`src/rtl/serial_add_ctrl_pkg.sv`:
```
// Shared definitions for the bit-serial adder controller.
package serial_add_ctrl_pkg;

    // FSM encoding; 2'd3 is unreachable and decodes as idle.
    typedef enum logic [1:0] {
        StIdle = 2'd0,
        StRun  = 2'd1,
        StDone = 2'd2
    } state_e;

endpackage

```
`src/rtl/serial_add_ctrl_full_adder.sv`:
```
// Single-bit combinational full adder cell shared by every bit position.
module serial_add_ctrl_full_adder (
    input  logic A,
    input  logic B,
    input  logic Ci,
    output logic S,
    output logic Co
);

    assign S  = A ^ B ^ Ci;
    assign Co = (A & B) | (Ci & (A ^ B));

endmodule

```
`src/rtl/serial_add_ctrl.sv`:
```
// Bit-serial adder controller: adds two WIDTH-bit operands LSB first through
// one full adder cell, one bit per clock, with start/busy/done handshake.
module serial_add_ctrl
    import serial_add_ctrl_pkg::*;
#(
    parameter int unsigned WIDTH = 8
) (
    input  logic             CLK,
    input  logic             RST_N,
    input  logic             START,
    input  logic [WIDTH-1:0] A_IN,
    input  logic [WIDTH-1:0] B_IN,
    input  logic             CI_IN,
    output logic             BUSY,
    output logic             DONE,
    output logic [WIDTH-1:0] SUM,
    output logic             CO_OUT,
    output logic             OVF
);

    localparam int unsigned     CntW    = $clog2(WIDTH);
    localparam logic [CntW-1:0] LastCnt = CntW'(WIDTH - 1);

    state_e           state_q, state_d;
    logic [WIDTH-1:0] op_a_q, op_b_q, sum_sr_q;
    logic [CntW-1:0]  cnt_q;
    logic             carry_q;
    logic [WIDTH-1:0] sum_q;
    logic             co_q, ovf_q;

    logic accept;
    logic last;
    logic fa_s, fa_co;

    serial_add_ctrl_full_adder u_fa (
        .A  (op_a_q[0]),
        .B  (op_b_q[0]),
        .Ci (carry_q),
        .S  (fa_s),
        .Co (fa_co)
    );

    // Next-state decode; START is only honoured outside RUN.
    always_comb begin
        state_d = state_q;
        accept  = 1'b0;
        last    = 1'b0;
        case (state_q)
            StRun: begin
                if (cnt_q == LastCnt) begin
                    last    = 1'b1;
                    state_d = StDone;
                end
            end
            default: begin
                if (START) begin
                    accept  = 1'b1;
                    state_d = StRun;
                end else begin
                    state_d = StIdle;
                end
            end
        endcase
    end

    // FSM state register.
    always_ff @(posedge CLK or negedge RST_N) begin
        if (!RST_N) begin
            state_q <= StIdle;
        end else begin
            state_q <= state_d;
        end
    end

    // Operand/sum shift registers, carry flop and bit counter.
    always_ff @(posedge CLK or negedge RST_N) begin
        if (!RST_N) begin
            op_a_q   <= '0;
            op_b_q   <= '0;
            sum_sr_q <= '0;
            carry_q  <= 1'b0;
            cnt_q    <= '0;
        end else if (accept) begin
            op_a_q  <= A_IN;
            op_b_q  <= B_IN;
            carry_q <= CI_IN;
            cnt_q   <= '0;
        end else if (state_q == StRun) begin
            op_a_q   <= op_a_q >> 1;
            op_b_q   <= op_b_q >> 1;
            sum_sr_q <= {fa_s, sum_sr_q[WIDTH-1:1]};
            carry_q  <= fa_co;
            // Hold on the final bit so the counter never wraps.
            if (!last) begin
                cnt_q <= cnt_q + CntW'(1);
            end
        end
    end

    // Result registers update only on the completion edge.
    always_ff @(posedge CLK or negedge RST_N) begin
        if (!RST_N) begin
            sum_q <= '0;
            co_q  <= 1'b0;
            ovf_q <= 1'b0;
        end else if (last) begin
            sum_q <= {fa_s, sum_sr_q[WIDTH-1:1]};
            co_q  <= fa_co;
            ovf_q <= carry_q ^ fa_co;
        end
    end

    assign BUSY   = (state_q == StRun);
    assign DONE   = (state_q == StDone);
    assign SUM    = sum_q;
    assign CO_OUT = co_q;
    assign OVF    = ovf_q;

endmodule
```
`config.mk`:
```
export PLATFORM = sky130hd
export DESIGN_NAME = serial_add_ctrl
export DESIGN_NICKNAME = d
export VERILOG_FILES = /design/src/rtl/serial_add_ctrl_pkg.sv /design/src/rtl/serial_add_ctrl_full_adder.sv /design/src/rtl/serial_add_ctrl.sv
export SDC_FILE = /design/constraint.sdc
export NUM_CORES = 1
export LEC_CHECK = 0
export ABC_AREA = 0
export ABC_CLOCK_PERIOD_IN_PS = 2150
export CAP_MARGIN = 5
export CORE_MARGIN = 4
export CORE_UTILIZATION = 35
export DETAILED_ROUTE_END_ITERATION = 10
export PLACE_DENSITY_LB_ADDON = 0.25
export SLEW_MARGIN = 20
export SYNTH_ARGS = -nofsm -noshare
export SYNTH_HDL_FRONTEND = slang
export SYNTH_HIERARCHICAL = 1
export SYNTH_SLANG_ARGS = --single-unit
```
`constraint.sdc`:
```
create_clock -name CLK -period 2.15 [get_ports CLK]
set_input_delay 0.43 -clock CLK [delete_from_list [all_inputs] [get_ports CLK]]
set_output_delay 0.43 -clock CLK [all_outputs]
set_load 0.01 [all_outputs]
```
---- After elaboration in Yosys (flattened, before gate mapping) ----
Cells that the tools add are included.
word-level totals
  register bits after elaboration ......... 40
cells by class
  reductions and logical operators ........ 3
  equality and inequality tests ........... 5
  multiplexer cells ....................... 16
  $add $sub $neg .......................... 1
  bitwise operators ....................... 7
operators by type and width
  kind                 count
  $mux 8               4
  $mux 3               3
  $mux 1               7
  $mux 2               2
  $reduce_and 2->1     2
  $add 3x1->3 const B  1
  $eq 3x3->1 const B   1
  $xor 1x1->1          3
  $and 1x1->1          2
  $eq 2x1->1 const B   1
  $eq 2x2->1 const B   1
  $ne 2x1->1 const B   1
  $ne 2x2->1 const B   1
  $reduce_bool 2->1    1
  $not 1->1            1
  $or 1x1->1           1

---- Longest topological paths before layout ----
  depth in word-level cells ............... 6
  gate-level depth with buffers ........... 6

---- Cells and area by module ----
The synthesis kept the hierarchy.
modules (own cells, without submodules)
  module                      times used  area each (um2)  cells each
  serial_add_ctrl             1           1735.4           130
  serial_add_ctrl_full_adder  1           20.0             1

---- Worst setup path before layout ----
Ideal clock, no wire load.
  path type ............................... register -> register
  from .................................... reg cnt_q[0]
  to ...................................... reg sum_q[0], in the netlist SUM[0]
  slack ................................... 0.667 ns
  data arrival time ....................... 1.358 ns
  cell stages (with the launch flop) ...... 6
  required time ........................... 2.025 ns
  cell sequence ........................... dfrtp_1 -> ha_1 -> ha_1 -> nand3b_4 -> buf_6 -> mux2_4
on the way
  word-level cells in the longest chain between the ends .. 3
ends and longest elaborated chain
  what                    RTL line                source
  start, declared         serial_add_ctrl.sv:26   logic [CntW-1:0] cnt_q;
  start signal, assigned  serial_add_ctrl.sv:95   cnt_q <= cnt_q + CntW'(1);
  $eq 3x3->1              serial_add_ctrl.sv:50   if (cnt_q == LastCnt) begin
  $mux 1                  serial_add_ctrl.sv:50
  $mux 1                  serial_add_ctrl.sv:48   case (state_q)
  end signal, assigned    serial_add_ctrl.sv:107  sum_q <= {fa_s, sum_sr_q[WIDTH-1:1]};
  end, declared           serial_add_ctrl.sv:28   logic [WIDTH-1:0] sum_q;
Every way passes these cells.
A chain may end at the register's enable or synchronous reset.

---- Final worst setup path ----
  from .................................... reg state_q[0]
  to ...................................... out BUSY
on the way
  word-level cells in the longest chain between the ends .. 1
ends and longest elaborated chain
  what                    RTL line                source
  start, declared         serial_add_ctrl.sv:24   state_e state_q, state_d;
  start signal, assigned  serial_add_ctrl.sv:69   state_q <= StIdle;
  start signal, assigned  serial_add_ctrl.sv:71   state_q <= state_d;
  $eq 2x1->1              serial_add_ctrl.sv:113  assign BUSY = (state_q == StRun);
  end, declared           serial_add_ctrl.sv:14   output logic BUSY,
Every way passes these cells.

==> metrics.yaml <==
run_status:
  status: "completed"
sta:
  relSlewSlack_pct: 62.48
  timing.final.crit_share_pct: 87.27
  layout_min_cycle_time_ns: 1.876
  setup-tns-final_ns: 0
  rsz0062_at_grt: "false"
  finalHoldViolations: 0
  worst_pin_slew_ns: 0.5628
  setup_viol: 0
  skew_ns: 0.005304
  drv_slew: 0
  max_freq_mhz: 533.0
  hold-worst-slack_ns: 0.1350
synth:
  synth.top_cells.by_count: "dfrtp_1, mux2i_1, nand2_1, o21ai_0, mux2_4"
  ys_ff_latch: 39
  synth-edff-count: 0
  netlist_area_um2: 1755
  synthFlopType: "dfrtp_1"
  ys_seq_area_share_pct: 55.60
  synth_nets: 154
  synth_cells: 131
  async_flop_share_pct: 100.0
  synth_largest_area_cell: "dfrtp_1"
  yosysWarnings: 6
  synth_most_common_cell: "dfrtp_1"
  synth_area_leaders: "dfrtp_1, mux2i_1, mux2_4, o21ai_0, mux2_2"
  synth_cell_type_count: 20
  syn_avg_cell_area_um2: 13.40
  synth_top_area_share_pct: 55.60
floorplan:
  pin_count: 32
  die_x_um: 78.82
  start_util_pct: 36.68
  die_area_um2: 6213
  core_um2: 4786
  row_count: 25
  die_h_um: 78.82
cts:
  cts.clk_slew.worst_paths_ns: 0.07
  hold_buffers: 0
  cts_setup_buffers: 0
  cts-resized-gates: 0
  cts_buffers: 5
  clkSinkCount: 39
  clk-insertion-delay-late_ns: 0.28
  tritoncts: "yes"
  cts-root-buf: "clkbuf_8"
  clk_path_buf_depth: 2
  htree_levels: 2
cells_and_area:
  num-fill-cells: 451
  fin_nets: 188
  multi_input_area_um2: 695.7
  num_antenna_cells: 0
  drive_gt1_share_pct: 18.29
  final_area_um2: 2171
  finalCoreUtilization_pct: 45.36
  seqCellArea_um2: 975.9
  areaGrowthSynthToFinish_pct: 23.66
run:
  max_cap_violations: 0
place:
  gp_congestion: 0.7254
  hpwl_um: 2206
  dpl_cell_area_um2: 2098
  port_buffers: 31
drt:
  drt_wl_total_um: 3046
  drc_errors: 0
  routed_via_density: 4.667
  routedWlPerCell_um: 13.19
  drt_iter0_markers: 12
  num_vias: 1078
  antenna_left: 0
  drtPass1Iterations: 2
setup_path:
  cp_max_fo: 3
  worst_ep_arrival_time_ns: 1.45
  critical_path_required_ns: 1.72
  end_kind: "output port"
  cp-start-kind: "flop"
  critPathKind: "flop to output port"
global_route:
  antenna_found_initial: 0
  grt_max_degree: 45
  grt_pass1_vias: 1159
  grt_first_pass_wirelength_um: 5257
  grt-ovfl-total: 0
  grt_usage_pct: 10.80
power:
  total_power_mw: 2.733
  ir_drop_v: 0.0004506
  power.leakage_nw: 1.037
  power_per_cell_area_nw_per_um2: 1259
worst_hold_path:
  min_path_type: "primary input to asynchronous set/reset pin"
where the power goes:
part | switching, mW | total, mW | internal, mW | leakage, nW
clock | 0.220 | 0.435 | 0.216 | 0.0371
sequential | 0.189 | 1.22 | 1.03 | 0.496
combinational | 0.426 | 1.07 | 0.648 | 0.503
flip-flops by register name, summed over array words and instances, names as in the netlist:
name and count:
cnt_q 3, OVF 1, state_q 2, op_b_q 8, carry_q 1, SUM 8
CO_OUT 1, op_a_q 8, sum_sr_q 7
through the flow:
| stage | setup WS [ns] | instances |
|---|---|---|
| global placement | 0.4759 | 225 |
| detailed placement | 0.4622 | 225 |
| finish | 0.2738 | 231 |
| floorplan | 0.6666 | 131 |
| CTS | 0.2419 | 231 |
| global route | 0.2071 | 231 |
cells by family after synthesis:
family | after synthesis | share of synthesized area [%]
multiplexers | 35 | 23.59
AO/OA/AOI/OAI | 20 | 6.344
buffers and inverters | 10 | 4.775
flip-flops | 39 | 55.60
AND/OR/NAND/NOR | 23 | 6.629
XOR/XNOR | 1 | 0.4990
adder cells (fa/ha/maj) | 3 | 2.566
path summary, 6_finish.rpt:
kind,from,end,slack [ns],depth (start not counted)
worst max register to register,cnt_q[0],CO_OUT,0.55,4
max in group asynchronous,RST_N,op_a_q[7],1.48,2
worst min-delay path,RST_N,cnt_q[0],0.13,1
min in group CLK,op_a_q[2],op_a_q[1],0.48,2
worst min register to register,op_a_q[2],op_a_q[1],0.48,2
worst max-delay path,state_q[0],BUSY,0.27,2
critical path, cell delays in order (launching register included):
cell	delay (ns)
dfrtp_1	0.40
nor2b_4	0.21
clkdlybuf4s50_1	0.55
placed cells by master, fill, tap and decap left out, drive strengths merged:
cell           instances
dfrtp                 39
clkdlybuf4s50         30
mux2                  18
mux2i                 17
o21ai                 17
nand2                 16
clkbuf                 6
buf                    5
nor2                   4
a22o                   3
inv                    2
ha                     2
nor2b                  1
and2b                  1
nand3b                 1
xnor2                  1
fa                     1
layer usage:
layer / global-route usage, % / routed length [um]
met1: 12.84 / 1362
met2: 18.59 / 1478
met5: 0 / 0
met3: 3.288 / 164
met4: 3.608 / 40
final cells by class:
type                       instances  share of cell area, %
sequential                        39                  44.96
multi-input combinational         82                  32.05
timing repair buffer              35                  15.45
tap                               67                  3.862
clock buffer                       6                  3.343
inverter                           2                 0.3458
Note: power is estimated with default switching activity, not from simulation.
